$ cat src/rtl/vga_timing_pkg.sv
// ----------------------------------------------------------------------------
// vga_timing_pkg
//   Shared constants and helpers for the VGA timing generator family.
//   - Default 640x480@60 timing constants (pixel clock = CLK / 2).
//   - Helpers that derive line/frame totals and sync-window bounds
//     from the active/porch/sync widths.
//   - div_width(): counter width for the pixel-tick divider.
//   - sync_flags_t: the 1-bit decoded outputs bundled together so they
//     can be registered as a group.
// ----------------------------------------------------------------------------
package vga_timing_pkg;

    localparam int DEF_H_ACTIVE = 640;
    localparam int DEF_H_FP     = 16;
    localparam int DEF_H_SYNC   = 96;
    localparam int DEF_H_BP     = 48;
    localparam int DEF_V_ACTIVE = 480;
    localparam int DEF_V_FP     = 10;
    localparam int DEF_V_SYNC   = 2;
    localparam int DEF_V_BP     = 33;
    localparam int DEF_CLK_DIV  = 2;
    localparam int DEF_CNT_W    = 10;

    // Total pixels per line or lines per frame.
    function automatic int timing_total(input int active, input int fp,
                                        input int sync, input int bp);
        return active + fp + sync + bp;
    endfunction

    // First count value inside the sync pulse.
    function automatic int sync_first(input int active, input int fp);
        return active + fp;
    endfunction

    // Last count value inside the sync pulse.
    function automatic int sync_last(input int active, input int fp,
                                     input int sync);
        return active + fp + sync - 1;
    endfunction

    // Divider counter width; a divide-by-1 still needs a 1-bit register.
    function automatic int div_width(input int clk_div);
        return (clk_div > 1) ? $clog2(clk_div) : 1;
    endfunction

    typedef struct packed {
        logic sincro_horiz;
        logic sincro_vert;
        logic video_on;
        logic line_start;
        logic frame_start;
    } sync_flags_t;

endpackage

$ cat src/rtl/vga_pixel_tick.sv
// ----------------------------------------------------------------------------
// vga_pixel_tick
//   Divides the system clock into a one-CLK-wide pixel enable.
//   div_cnt runs 0..CLK_DIV-1 and wraps; p_tick is high on the last count.
//   p_tick is forced low while RESET is high so the first tick after
//   release arrives exactly CLK_DIV cycles later.
// Ports
//   CLK    in  system clock
//   RESET  in  synchronous, active-high reset
//   p_tick out pixel enable, one CLK every CLK_DIV cycles
// ----------------------------------------------------------------------------
module vga_pixel_tick
    import vga_timing_pkg::*;
#(
    parameter int CLK_DIV = DEF_CLK_DIV
) (
    input  logic CLK,
    input  logic RESET,
    output logic p_tick
);

    localparam int               DIV_W    = div_width(CLK_DIV);
    localparam logic [DIV_W-1:0] DIV_LAST = DIV_W'(CLK_DIV - 1);

    logic [DIV_W-1:0] div_cnt;

    always_ff @(posedge CLK) begin
        if (RESET) begin
            div_cnt <= '0;
        end else if (div_cnt == DIV_LAST) begin
            div_cnt <= '0;
        end else begin
            div_cnt <= div_cnt + DIV_W'(1);
        end
    end

    // With CLK_DIV=1 div_cnt is stuck at 0 == DIV_LAST, so every
    // non-reset cycle ticks.
    assign p_tick = !RESET && (div_cnt == DIV_LAST);

endmodule

$ cat src/rtl/vga_timing_gen.sv
// ----------------------------------------------------------------------------
// vga_timing_gen
//   Parametrised VGA sync/timing generator. A pixel tick derived from CLK
//   advances a horizontal counter; its wrap advances a vertical counter.
//   Sync pulses, video_on, pixel coordinates and line/frame strobes are
//   decoded from the registered counters.
//
// Configuration macro
//   VGA_TIMING_OUT_REG_EN : when defined, all decoded outputs (sincro_*,
//     video_on, pixel_X/Y, line_start, frame_start) pass through one
//     output register and lag p_tick by one CLK. When undefined the
//     outputs are combinational decodes with no added latency.
//
// Ports
//   CLK          in  system clock
//   RESET        in  synchronous, active-high reset
//   p_tick       out one-CLK pixel enable every CLK_DIV cycles
//   sincro_horiz out horizontal sync, asserted level HS_POL
//   sincro_vert  out vertical sync, asserted level VS_POL
//   video_on     out high inside the active picture area
//   pixel_X      out horizontal count 0..H_TOTAL-1 (blanking included)
//   pixel_Y      out vertical count 0..V_TOTAL-1 (blanking included)
//   line_start   out high on the tick CLK where pixel_X=0
//   frame_start  out high on the tick CLK where pixel_X=0 and pixel_Y=0
// ----------------------------------------------------------------------------
module vga_timing_gen
    import vga_timing_pkg::*;
#(
    parameter int H_ACTIVE = DEF_H_ACTIVE,
    parameter int H_FP     = DEF_H_FP,
    parameter int H_SYNC   = DEF_H_SYNC,
    parameter int H_BP     = DEF_H_BP,
    parameter int V_ACTIVE = DEF_V_ACTIVE,
    parameter int V_FP     = DEF_V_FP,
    parameter int V_SYNC   = DEF_V_SYNC,
    parameter int V_BP     = DEF_V_BP,
    parameter int CLK_DIV  = DEF_CLK_DIV,
    parameter bit HS_POL   = 1'b0,
    parameter bit VS_POL   = 1'b0,
    parameter int CNT_W    = DEF_CNT_W
) (
    input  logic             CLK,
    input  logic             RESET,
    output logic             p_tick,
    output logic             sincro_horiz,
    output logic             sincro_vert,
    output logic             video_on,
    output logic [CNT_W-1:0] pixel_X,
    output logic [CNT_W-1:0] pixel_Y,
    output logic             line_start,
    output logic             frame_start
);

    localparam int H_TOTAL = timing_total(H_ACTIVE, H_FP, H_SYNC, H_BP);
    localparam int V_TOTAL = timing_total(V_ACTIVE, V_FP, V_SYNC, V_BP);

    localparam logic [CNT_W-1:0] H_LAST   = CNT_W'(H_TOTAL - 1);
    localparam logic [CNT_W-1:0] V_LAST   = CNT_W'(V_TOTAL - 1);
    localparam logic [CNT_W-1:0] H_VIS    = CNT_W'(H_ACTIVE);
    localparam logic [CNT_W-1:0] V_VIS    = CNT_W'(V_ACTIVE);
    localparam logic [CNT_W-1:0] HS_FIRST = CNT_W'(sync_first(H_ACTIVE, H_FP));
    localparam logic [CNT_W-1:0] HS_LAST  = CNT_W'(sync_last(H_ACTIVE, H_FP, H_SYNC));
    localparam logic [CNT_W-1:0] VS_FIRST = CNT_W'(sync_first(V_ACTIVE, V_FP));
    localparam logic [CNT_W-1:0] VS_LAST  = CNT_W'(sync_last(V_ACTIVE, V_FP, V_SYNC));

    logic             tick;
    logic [CNT_W-1:0] h_cnt;
    logic [CNT_W-1:0] v_cnt;
    logic             hs_act;
    logic             vs_act;
    sync_flags_t      flags_p0;

    vga_pixel_tick #(
        .CLK_DIV (CLK_DIV)
    ) u_pixel_tick (
        .CLK    (CLK),
        .RESET  (RESET),
        .p_tick (tick)
    );

    assign p_tick = tick;

    // ---- counter stage: h/v counters advance only on a pixel tick ----
    always_ff @(posedge CLK) begin
        if (RESET) begin
            h_cnt <= '0;
            v_cnt <= '0;
        end else if (tick) begin
            if (h_cnt == H_LAST) begin
                h_cnt <= '0;
                if (v_cnt == V_LAST) begin
                    v_cnt <= '0;
                end else begin
                    v_cnt <= v_cnt + CNT_W'(1);
                end
            end else begin
                h_cnt <= h_cnt + CNT_W'(1);
            end
        end
    end

    // ---- decode stage p0: combinational view of the counter state ----
    always_comb begin
        hs_act = (h_cnt >= HS_FIRST) && (h_cnt <= HS_LAST);
        vs_act = (v_cnt >= VS_FIRST) && (v_cnt <= VS_LAST);

        flags_p0              = '0;
        flags_p0.sincro_horiz = hs_act ? HS_POL : ~HS_POL;
        flags_p0.sincro_vert  = vs_act ? VS_POL : ~VS_POL;
        flags_p0.video_on     = (h_cnt < H_VIS) && (v_cnt < V_VIS);
        // Strobes are tied to the tick so they last exactly one CLK.
        flags_p0.line_start   = tick && (h_cnt == '0);
        flags_p0.frame_start  = tick && (h_cnt == '0) && (v_cnt == '0);
    end

`ifdef VGA_TIMING_OUT_REG_EN
    sync_flags_t      flags_p1;
    logic [CNT_W-1:0] pixel_x_p1;
    logic [CNT_W-1:0] pixel_y_p1;

    // ---- output stage p1: one register, reset to the idle decode ----
    always_ff @(posedge CLK) begin
        if (RESET) begin
            flags_p1.sincro_horiz <= ~HS_POL;
            flags_p1.sincro_vert  <= ~VS_POL;
            flags_p1.video_on     <= 1'b1;
            flags_p1.line_start   <= 1'b0;
            flags_p1.frame_start  <= 1'b0;
            pixel_x_p1            <= '0;
            pixel_y_p1            <= '0;
        end else begin
            flags_p1   <= flags_p0;
            pixel_x_p1 <= h_cnt;
            pixel_y_p1 <= v_cnt;
        end
    end

    assign sincro_horiz = flags_p1.sincro_horiz;
    assign sincro_vert  = flags_p1.sincro_vert;
    assign video_on     = flags_p1.video_on;
    assign line_start   = flags_p1.line_start;
    assign frame_start  = flags_p1.frame_start;
    assign pixel_X      = pixel_x_p1;
    assign pixel_Y      = pixel_y_p1;
`else
    assign sincro_horiz = flags_p0.sincro_horiz;
    assign sincro_vert  = flags_p0.sincro_vert;
    assign video_on     = flags_p0.video_on;
    assign line_start   = flags_p0.line_start;
    assign frame_start  = flags_p0.frame_start;
    assign pixel_X      = h_cnt;
    assign pixel_Y      = v_cnt;
`endif

endmodule

$ cat config.mk
export PLATFORM = sky130hd
export DESIGN_NAME = vga_timing_gen
export DESIGN_NICKNAME = d
export VERILOG_FILES = /design/src/rtl/vga_timing_pkg.sv /design/src/rtl/vga_pixel_tick.sv /design/src/rtl/vga_timing_gen.sv
export SDC_FILE = /design/constraint.sdc
export NUM_CORES = 1
export LEC_CHECK = 0
export BUFFER_PORTS_ARGS = -buffer_cell sky130_fd_sc_hd__buf_2
export CAP_MARGIN = 15
export CORE_MARGIN = 10
export CORE_UTILIZATION = 55
export CTS_BUF_LIST = sky130_fd_sc_hd__clkbuf_2 sky130_fd_sc_hd__clkbuf_4 sky130_fd_sc_hd__clkbuf_8
export DETAILED_ROUTE_END_ITERATION = 8
export PLACE_DENSITY = 0.82
export SLEW_MARGIN = 0
export SYNTH_ARGS = -nofsm -noshare
export SYNTH_HDL_FRONTEND = slang
export SYNTH_HIERARCHICAL = 1
export SYNTH_SLANG_ARGS = --single-unit
$ cat constraint.sdc
create_clock -name CLK -period 2.2 [get_ports CLK]
set_input_delay 0.11 -clock CLK [delete_from_list [all_inputs] [get_ports CLK]]
set_output_delay 0.11 -clock CLK [all_outputs]
set_load 0.01 [all_outputs]
# Word level (Yosys, flattened, before mapping)
# Cells that the tools add are included.
classes:
  n_mux: 4
  n_eq_ne: 2
  order_cmp: 6
  addsub: 3
  n_reduce_logical: 11
ops:
  columns: ["operator", "count"]
  rows:
  - ["10-bit by 1-bit adder with 10-bit output, second input constant", 2]
  - ["10-bit equality test, second input constant", 2]
  - ["10-bit logical NOT", 2]
  - ["10-bit two-way mux", 2]
  - ["10-bit greater-or-equal comparator, second input constant", 1]
  - ["10-bit by 9-bit greater-or-equal comparator with 1-bit output, second input constant", 1]
  - ["10-bit less-or-equal comparator, second input constant", 1]
  - ["10-bit by 9-bit less-or-equal comparator with 1-bit output, second input constant", 1]
  - ["10-bit less-than comparator, second input constant", 1]
  - ["10-bit by 9-bit less-than comparator with 1-bit output, second input constant", 1]
  - ["1-bit logical AND", 6]
  - ["1-bit two-way mux", 2]
  - ["2-bit AND reduction", 1]
  - ["2-bit OR reduction", 1]
  - ["1-bit adder, second input constant", 1]
  - ["1-bit logical NOT", 1]
word_totals:
  wordCells: 29
  ff_bits: 21
  in_bits: 2

# Depth between registers and ports, before layout
# Gate-level depths: netlist of the first run.
logic_depth:
  ltp_word: 4
  ltp_mapped: 6

# Cells and area by module
# The synthesis of the first run kept the hierarchy.
modules_own_cells:
  columns: ["module", "instances", "cells_per_inst", "area_each_um2"]
  rows:
  - ["vga_timing_gen", 1, 130, 1143.6]
  - ["vga_pixel_tick", 1, 3, 37.5]

# Worst setup path after synthesis of the first run
# Ideal clock, no wire load.
synth_path:
  kind: "flip-flop to flip-flop"
  start: "register v_cnt[1], in the netlist pixel_Y[1]"
  end: "register v_cnt[6], in the netlist pixel_Y[6]"
  path_slack_ns: 0.364
  t_arrival_ns: 1.703
  synth_period_minus_slack_ns: 1.836
  stages_incl_launch_ff: 6
  path_buffers: 0
  setup_time_ns: 0.132
  required_time_ns: 2.068
  cell_sequence: "dfxtp_1 > ha_1 > or4bb_2 > nor4_1 > xnor2_1 > nor2_1"
synth_via:
  elab_chain_len: 2
synth_rtl:
  columns: ["item", "line_no", "text"]
  rows:
  - ["start: declaration", "vga_timing_gen.sv:68", "logic [CNT_W-1:0] v_cnt;"]
  - ["start signal: assignment", "vga_timing_gen.sv:94", "v_cnt <= v_cnt + CNT_W'(1);"]
  - ["10-bit by 1-bit adder with 10-bit output or 10-bit equality test (tied branches)", "vga_timing_gen.sv:94, vga_timing_gen.sv:91", null]
  - ["10-bit two-way mux (*)", "vga_timing_gen.sv:91", "if (v_cnt == V_LAST) begin"]
# Every way passes the cells marked *; elsewhere a longest branch is shown, timed or not.
# A chain may end at the register's enable or synchronous reset.

# Final worst setup path of the first run
layout_path:
  start: "register h_cnt[5], in the netlist pixel_X[5]"
  end: "output port sincro_horiz"
layout_via:
  elab_chain_len: 3
layout_rtl:
  columns: ["item", "line_no", "text"]
  rows:
  - ["start: declaration", "vga_timing_gen.sv:67", "logic [CNT_W-1:0] h_cnt;"]
  - ["start signal: assignment", "vga_timing_gen.sv:97", "h_cnt <= h_cnt + CNT_W'(1);"]
  - ["10-bit greater-or-equal comparator or 10-bit less-or-equal comparator (tied branches)", "vga_timing_gen.sv:104", "hs_act = (h_cnt >= HS_FIRST) && (h_cnt <= HS_LAST);"]
  - ["1-bit logical AND (*)", "vga_timing_gen.sv:104", null]
  - ["1-bit two-way mux (*)", "vga_timing_gen.sv:108", "flags_p0.sincro_horiz = hs_act ? HS_POL : ~HS_POL;"]
  - ["end: declaration", "vga_timing_gen.sv:45", "output logic sincro_horiz,"]
# Marks and branches as above.

==> run summary, run 1 <==
PLACEMENT
------------------------------------------------------------------------------------------
Cell area after placement                                                       1355 sq um
Port Buffer Count                                                                       27
Gpl congestion                                                                      0.8728
Dpl hpwl                                                                          2.251 mm
Worst slack after detailed placement                                             0.3105 ns

FLOORPLAN
------------------------------------------------------------------------------------------
Die outline width                                                                 66.34 um
Standard cell core area                                                         2002 sq um
Die Area                                                                        4401 sq um
Ports placed on the boundary                                                            28
Site Rows                                                                               16
Overall die height                                                                66.34 um
Starting density of the core                                                        59.00%

DETAILED ROUTING
------------------------------------------------------------------------------------------
Vias per cell                                                                        5.768
Average wire per standard cell                                                    15.54 um
Post-detailed-route count of antenna-violating nets                                      0
Drt pass-1 iters                                                                         4
DRT Wirelength                                                                    2.953 mm
Final routed DRC violation total                                                         0
Total vias in the final route                                                         1096
Initial detailed-routing violation count                                                60

STA
------------------------------------------------------------------------------------------
RSZ-0062 raised after global routing                                                    no
Highest clock rate                                                               522.2 MHz
Min Clock Period, post-route                                                      1.915 ns
Final critical-path share of the clock period                                       87.04%
Final worst clock skew                                                         0.007041 ns
Final setup fails                                                                        0
Least-Margin Pin Slew                                                            0.4129 ns
Final count of hold timing violations                                                    0
Worst hold slack after final layout                                              0.2058 ns
Final critical-path setup slack                                                  0.2852 ns
Headroom to the max-slew limit                                                      72.22%
Setup TNS Final                                                                       0 ns
Total count of max-transition violations in the final report                             0

CRITICAL PATH
------------------------------------------------------------------------------------------
Path type of the worst setup path                                                  reg2out
Crit path required time                                                            2.09 ns
CP endpoint kind                                                              primary output
CP max stage cell                                                                  dfxtp_1
Startpoint class of the critical path                                            flip-flop
Worst path arrival time                                                            1.80 ns
Number of buffers and inverters on the critical path                                     1
Largest stage delay on the critical path                                           0.48 ns
Sequence of cells on the critical path                                        or2_1 -> nor2_1 -> or4_1 -> buf_2
Worst Path Max Fanout                                                                    8
Cell type group with the largest total delay on the critical path             simple AND/OR/NAND/NOR gates

CLOCK NETWORK
------------------------------------------------------------------------------------------
# H-tree levels                                                                          1
Clock tree root buffer cell                                                       clkbuf_4
Setup repair bufs after CTS                                                              0
Post_cts resized                                                                         0
Number of CTS-inserted buffers                                                           3
Maximum buffer depth of the clock tree                                                   2
Worst-Skew Late Latency                                                            0.30 ns
Clock Sink Count                                                                        21
Clock edge transition at the registers on the reported setup and hold paths        0.12 ns
Clock tree from TritonCTS                                                            built
Cts-stage hold buffer count                                                              0

YOSYS
------------------------------------------------------------------------------------------
Warning count from the yosys run                                                         6
Most instantiated cells after synthesis                                       dfxtp_1, nor2_1, nor3_1
Post-synthesis instance area                                                    1181 sq um
Number of distinct standard cells referenced by the synthesized netlist                 40
Fraction of registers with async set or reset after synthesis                           0%
Top cells by area in the synthesized netlist                                  dfxtp_1, xnor2_1, ha_1, nor3_1, nor2_1
Net Count, Synth                                                                       140
Dominant cell type by area after synthesis                                         dfxtp_1
Share of the synthesized area in the top cell type                                  35.59%
Sequential-to-total area share from yosys stat                                      35.59%
Synth Area per Inst                                                            8.881 sq um
Number of enable flip-flop cells after synthesis                                         0
Cell with the most instances after synthesis                                       dfxtp_1
Number of standard cells after synthesis                                               133
Commonest register cell after synthesis                                            dfxtp_1
Flip-flop and latch count after synthesis                                               21

GLOBAL ROUTING
------------------------------------------------------------------------------------------
GR Util All Layers                                                                  13.68%
Wire length of the first global-routing pass                                      4.816 mm
Via count of the first global-routing pass                                            1057
Number of antenna violations at the first check in global routing                        0
Overflow after GRT                                                                       0
Largest net degree at the start of global routing                                       15

PWR
------------------------------------------------------------------------------------------
Peak supply drop                                                                 0.3735 mV
Power per cell area                                                           448.2 nW/um^2
Leakage                                                                          0.5637 nW

FINISH
------------------------------------------------------------------------------------------
NumNets Final                                                                          171
Number of inserted diodes                                                                0
Area Growth Syn to Fin                                                              17.27%
Post-Layout Inst Area                                                           1385 sq um
Share of layout cells above drive strength 1                                        28.83%

RUN STATUS
------------------------------------------------------------------------------------------
Outcome                                                                          completed

RUN
------------------------------------------------------------------------------------------
Count of max-cap constraint violations                                                   0

MIN PATH
------------------------------------------------------------------------------------------
Hold crit path type                                                                 in2reg

==> final timing paths <==
check | cells after the start | slack, ns | endpoint | start
setup / recovery | 4 | 0.29 | sincro_horiz | pixel_X[5]
hold / removal | 4 | 0.21 | pixel_X[1] | RESET
setup reg to reg | 5 | 0.29 | pixel_Y[6] | pixel_Y[1]
hold reg to reg | 1 | 0.43 | u_pixel_tick/div_cnt | u_pixel_tick/div_cnt
==> cell families after synthesis <==
family                     synth area share, %
adders and majority gates                5.297
DFF                                      35.59
buffers and inverters                    4.979
xor gates and xnor gates                 10.38
AOI/OAI and AO/OA                        6.038
muxes                                   0.8475
and+or+nand+nor                          36.87
==> report_power, final <==
part           leakage, nW  internal (mW)  total, mW  switching, mW
clock network       0.0184         0.0830      0.201          0.118
registers            0.170          0.383      0.386        0.00311
logic                0.376         0.0142     0.0332         0.0190
==> cells in the final DEF (no fill, tap or decap), types with 3 or more instances in the layout <==
master | synthesis | final
a21oi_1 | 4 | 4
and4_1 | 3 | 3
buf_2 | 2 | 27
buf_4 | 0 | 5
clkbuf_4 | 0 | 4
dfxtp_1 | 21 | 21
ha_1 | 5 | 5
inv_1 | 7 | 7
nand2_1 | 4 | 4
nand3_1 | 9 | 9
nand4_1 | 3 | 3
nor2_1 | 13 | 13
nor2b_1 | 3 | 3
nor3_1 | 10 | 10
nor4_1 | 5 | 5
xnor2_1 | 9 | 9
xor2_1 | 5 | 5
==> metal layers <==
metal  vias to the layer above  global-route usage (%)  routed length [um]
met1                       515                   15.61                1321
met3                         8                   3.729                 207
met5                         -                       0                   0
li1                        539                       -                   -
met4                         0                   6.283                  61
met2                        34                   22.97                1362
==> flip-flops by register name, summed over array words and instances, names as in the netlist <==
register / cells
u_pixel_tick/div_cnt: 1
pixel_X: 10
pixel_Y: 10
==> layout make-up <==
| type | instances | area, sq um |
|---|---|---|
| clock buffer | 4 | 30.03 |
| fill | 169 | 616.8 |
| inverter | 7 | 26.28 |
| multi-input combinational | 99 | 701.9 |
| sequential | 21 | 420.4 |
| tap | 27 | 33.78 |
| timing repair buffer | 32 | 172.7 |
==> per-stage QoR <==
step | power (mW) | util [%] | std cells
3_5_place_dp | 0.4271 | 67.69 | 186
6_report | 0.6208 | 69.19 | 190
5_1_grt | 0.6452 | 69.19 | 190
2_1_floorplan | 0.4128 | - | 133
4_1_cts | 0.6194 | 69.19 | 190
3_3_place_gp | 0.4267 | 67.69 | 186
==> worst register-to-register path, cell delays in order (launching register included) <==
cell     delay [ns]
dfxtp_1        0.49
ha_1           0.26
or4bb_2        0.61
nor4_1         0.25
xnor2_1        0.16
nor2_1         0.05
No activity file was read; power rests on OpenSTA's default activity.
==> run 2: changes to the inputs <==
- SYNTH_HIERARCHICAL: 1 -> unset
==> run 2 against run 1 <==
Core utilization is 1.6 points lower. Die area is 0.59% lower. Clock skew is 0.0031 ns lower. Global-route usage is 1.2 points lower. Synthesized cell count is 3.0% higher. Clock-buffer cell count stayed put. Combinational power is 18% higher. Non-clock buffer count is 4 lower. Total power is 0.90% higher. Fmax is 7.3% lower. Critical path type unchanged.
==> run summary, run 2 <==
DETAILED ROUTING
------------------------------------------------------------------------------------------
Average wire per standard cell                                                    14.66 um   -5.6%
DRT Wirelength                                                                    2.801 mm   -5.1%
Final routed DRC violation total                                                         0   unchanged
Vias per cell                                                                        5.869   +1.7%
Initial detailed-routing violation count                                                43   -28%
Total vias in the final route                                                         1121   +2.3%
Drt pass-1 iters                                                                         4   unchanged
Post-detailed-route count of antenna-violating nets                                      0   unchanged

YOSYS
------------------------------------------------------------------------------------------
Top cells by area in the synthesized netlist                                  dfxtp_1, ha_1, a21oi_1, nand3_1, nand4_1
Sequential-to-total area share from yosys stat                                      35.90%   +0.30 points
Most instantiated cells after synthesis                                       dfxtp_1, nor2_1, a21oi_1, nand3_1
Warning count from the yosys run                                                         0   -6
Dominant cell type by area after synthesis                                         dfxtp_1
Synth Area per Inst                                                            8.548 sq um   -3.7%
Post-synthesis instance area                                                    1171 sq um   -0.85%
Number of enable flip-flop cells after synthesis                                         0   unchanged
Flip-flop and latch count after synthesis                                               21   unchanged
Commonest register cell after synthesis                                            dfxtp_1
Cell with the most instances after synthesis                                       dfxtp_1
Net Count, Synth                                                                       144   +2.9%
Number of distinct standard cells referenced by the synthesized netlist                 34   -15%
Number of standard cells after synthesis                                               137   +3.0%
Share of the synthesized area in the top cell type                                  35.90%   +0.30 points
Fraction of registers with async set or reset after synthesis                           0%   unchanged

PLACEMENT
------------------------------------------------------------------------------------------
Gpl congestion                                                                      0.7974   -8.6%
Cell area after placement                                                       1316 sq um   -2.9%
Port Buffer Count                                                                       27   unchanged
Dpl hpwl                                                                          2.144 mm   -4.8%
DP Cell Count                                                                          187   +0.54%

MIN PATH
------------------------------------------------------------------------------------------
Hold-critical path endpoint                                                   u_pixel_tick.div_cnt
Hold crit path type                                                                 in2reg
Launch instance of the worst min-delay path                                          RESET
Hold-critical path depth                                                                 2   -2

GLOBAL ROUTING
------------------------------------------------------------------------------------------
Met3 track demand over resource                                                     3.559%   -0.17 points
GRT Max-Usage Layer                                                                   met2
M1 GR Usage                                                                         15.28%   -0.33 points
Wire length of the first global-routing pass                                      4.395 mm   -8.7%
Overflow after GRT                                                                       0   unchanged
GR Util All Layers                                                                  12.49%   -1.2 points
Largest net degree at the start of global routing                                       15   unchanged
Global routing usage on met2                                                        19.38%   -3.6 points
Number of antenna violations at the first check in global routing                        0   unchanged
Via count of the first global-routing pass                                             973   -7.9%

CRITICAL PATH
------------------------------------------------------------------------------------------
CP max stage cell                                                                  dfxtp_1
Startpoint class of the critical path                                            flip-flop
Depth of the critical timing path with buffers and inverters included                    5   +1
Crit path required time                                                            2.09 ns   about the same
R2r worst-path depth                                                                     5   unchanged
Sequence of cells on the critical path                                        nor4_1 -> nand3_1 -> nor4b_2 -> and4_1 -> buf_2
Largest stage delay on the critical path                                           0.40 ns   -0.08 ns
Terminus of the critical flop-to-flop path                                      pixel_Y[9]
Number of buffers and inverters on the critical path                                     1   unchanged
CP endpoint kind                                                              primary output
Worst Path Max Fanout                                                                    9   +1
Path type of the worst setup path                                                  reg2out
Critical R2R Launch                                                             pixel_X[0]
Cell type group with the largest total delay on the critical path             simple AND/OR/NAND/NOR gates
Setup slack of the worst register-to-register path                                 0.29 ns   about the same
Worst path arrival time                                                            1.95 ns   +0.15 ns

CLOCK NETWORK
------------------------------------------------------------------------------------------
Clock Sink Count                                                                        21   unchanged
Clock tree root buffer cell                                                       clkbuf_4
Clock tree from TritonCTS                                                            built
# H-tree levels                                                                          1   unchanged
Clock edge transition at the registers on the reported setup and hold paths        0.11 ns   about the same
Worst-Skew Late Latency                                                            0.30 ns   about the same
Maximum buffer depth of the clock tree                                                   2   unchanged
Number of CTS-inserted buffers                                                           3   unchanged

PWR
------------------------------------------------------------------------------------------
Peak supply drop                                                                 0.4265 mV   +14%
Leakage                                                                          0.5318 nW   -5.7%
Relative contribution of sequential cells to total power                             62.0%   -0.2 points
Power per cell area                                                           463.1 nW/um^2   +3.3%
Relative contribution of the clock network to total power                            31.7%   -0.7 points
Switching fraction of total power                                                   22.97%   +0.37 points
Logic gate share of total power                                                       6.3%   +1.0 points
Power dissipated by switching net loads                                          0.1439 mW   +2.6%
Power Internal                                                                   0.4825 mW   +0.41%

FINISH
------------------------------------------------------------------------------------------
Post-Layout Inst Area                                                           1353 sq um   -2.3%
Most common library cell in the layout ignoring fill and taps                        buf_2
Area Growth Syn to Fin                                                              15.49%
Number of fill cells in the layout                                                     181   +7.1%
Fin util                                                                            67.56%   -1.6 points
Number of inserted diodes                                                                0   unchanged
Area of the multi-input gates                                                  706.9 sq um   +0.71%
Top library cells by usage in the layout, fill and taps aside                 buf_2, dfxtp_1, nor2_1, nand3_1, a21oi_1
Final Instance Count excl. Fillers                                                     191   +0.53%
Share of layout cells above drive strength 1                                        25.00%   -3.8 points
FF/Latch Area                                                                  420.4 sq um   unchanged
NumNets Final                                                                          172   +0.58%

STA
------------------------------------------------------------------------------------------
Final setup fails                                                                        0   unchanged
Final critical-path share of the clock period                                       93.86%   +6.8 points
Min Clock Period, post-route                                                      2.065 ns   +0.1502 ns
Setup TNS Final                                                                       0 ns   unchanged
Final worst clock skew                                                         0.003933 ns   -0.003107 ns
Worst hold slack after final layout                                              0.1017 ns   -0.1040 ns
Total count of max-transition violations in the final report                             0   unchanged
Least-Margin Pin Slew                                                            0.4074 ns   -0.005509 ns
RSZ-0062 raised after global routing                                                    no
Final count of hold timing violations                                                    0   unchanged
Headroom to the max-slew limit                                                      72.82%   +0.60 points
Highest clock rate                                                               484.3 MHz   -7.3%

FLOORPLAN
------------------------------------------------------------------------------------------
Overall die height                                                                66.15 um   -0.29%
Ports placed on the boundary                                                            28   unchanged
Die Area                                                                        4375 sq um   -0.59%
Standard cell core area                                                         2002 sq um   unchanged
Site Rows                                                                               16   unchanged
Starting density of the core                                                        58.50%   -0.50 points
Die outline width                                                                 66.15 um   -0.29%

RUN
------------------------------------------------------------------------------------------
Count of max-cap constraint violations                                                   0   unchanged

RUN STATUS
------------------------------------------------------------------------------------------
Outcome                                                                          completed

run 2: layer usage:
metal	part of all wire [%]	up-vias	routed length, um
met5	0	-	0
met4	0.57	0	16
met3	6.8	2	190
met2	49	44	1377
met1	43	516	1217
li1	-	559	-
run 2: logic make-up (layout without fill, tap and decap cells):
| logic type | count (synthesis) | after routing | share of synthesized area (%) |
|---|---|---|---|
| AO/OA/AOI/OAI | 23 | 23 | 11.33 |
| XOR/XNOR | 9 | 9 | 6.730 |
| adder cells (fa/ha/maj) | 5 | 5 | 5.342 |
| buffers and inverters | 10 | 37 | 4.274 |
| flip-flops | 21 | 21 | 35.90 |
| AND/OR/NAND/NOR | 69 | 69 | 36.43 |
run 2: final cells by class:
cell class	instances	share of cell area [%]
Sequential cell	21	31.08
Tap cell	27	2.498
Inverter	5	1.388
Multi-Input combinational cell	106	52.27
Timing Repair Buffer	28	10.55
Clock buffer	4	2.220
run 2: metrics by stage:
step,power (mW),worst slack [ns]
after floorplan,0.4206,0.4090
after global placement,0.4336,0.4300
after detailed placement,0.4350,0.2880
after CTS,0.6332,0.08247
after global routing,0.6532,0.07497
final,0.6264,0.1350
run 2: power groups by stage:
stage               Sequential [mW]  Combinational (mW)  Clock, mW
CTS                           0.389              0.0380      0.206
global route                  0.390              0.0427      0.221
finish                        0.389              0.0392      0.199
global placement              0.396              0.0375          0
detailed placement            0.397              0.0376          0
floorplan                     0.398              0.0230          0
run 2: how the worst max path moves through the flow:
| stage | endpoint | slack (ns) | start |
|---|---|---|---|
| after global placement | pixel_Y[9] | 0.43 | pixel_X[1] |
| after global routing | frame_start | 0.07 | pixel_X[4] |
| after detailed placement | pixel_Y[9] | 0.29 | pixel_X[1] |
| after floorplan | frame_start | 0.41 | pixel_X[4] |
| after CTS | frame_start | 0.08 | pixel_X[4] |
| final | frame_start | 0.14 | pixel_X[4] |
run 2: worst reg2reg max path, stage by stage, from the launching register on:
cell	delay, ns
dfxtp_1	0.45
ha_1	0.22
and3_1	0.31
nand4_4	0.22
or4_1	0.51
a21oi_1	0.15
run 2: timing repair:
item | 4_1_cts | 5_1_grt
setup buffers | 0 | 0
endpoints found under the setup margin | 0 | 1
gates resized for setup | 0 | 1
hold buffers | 0 | 0
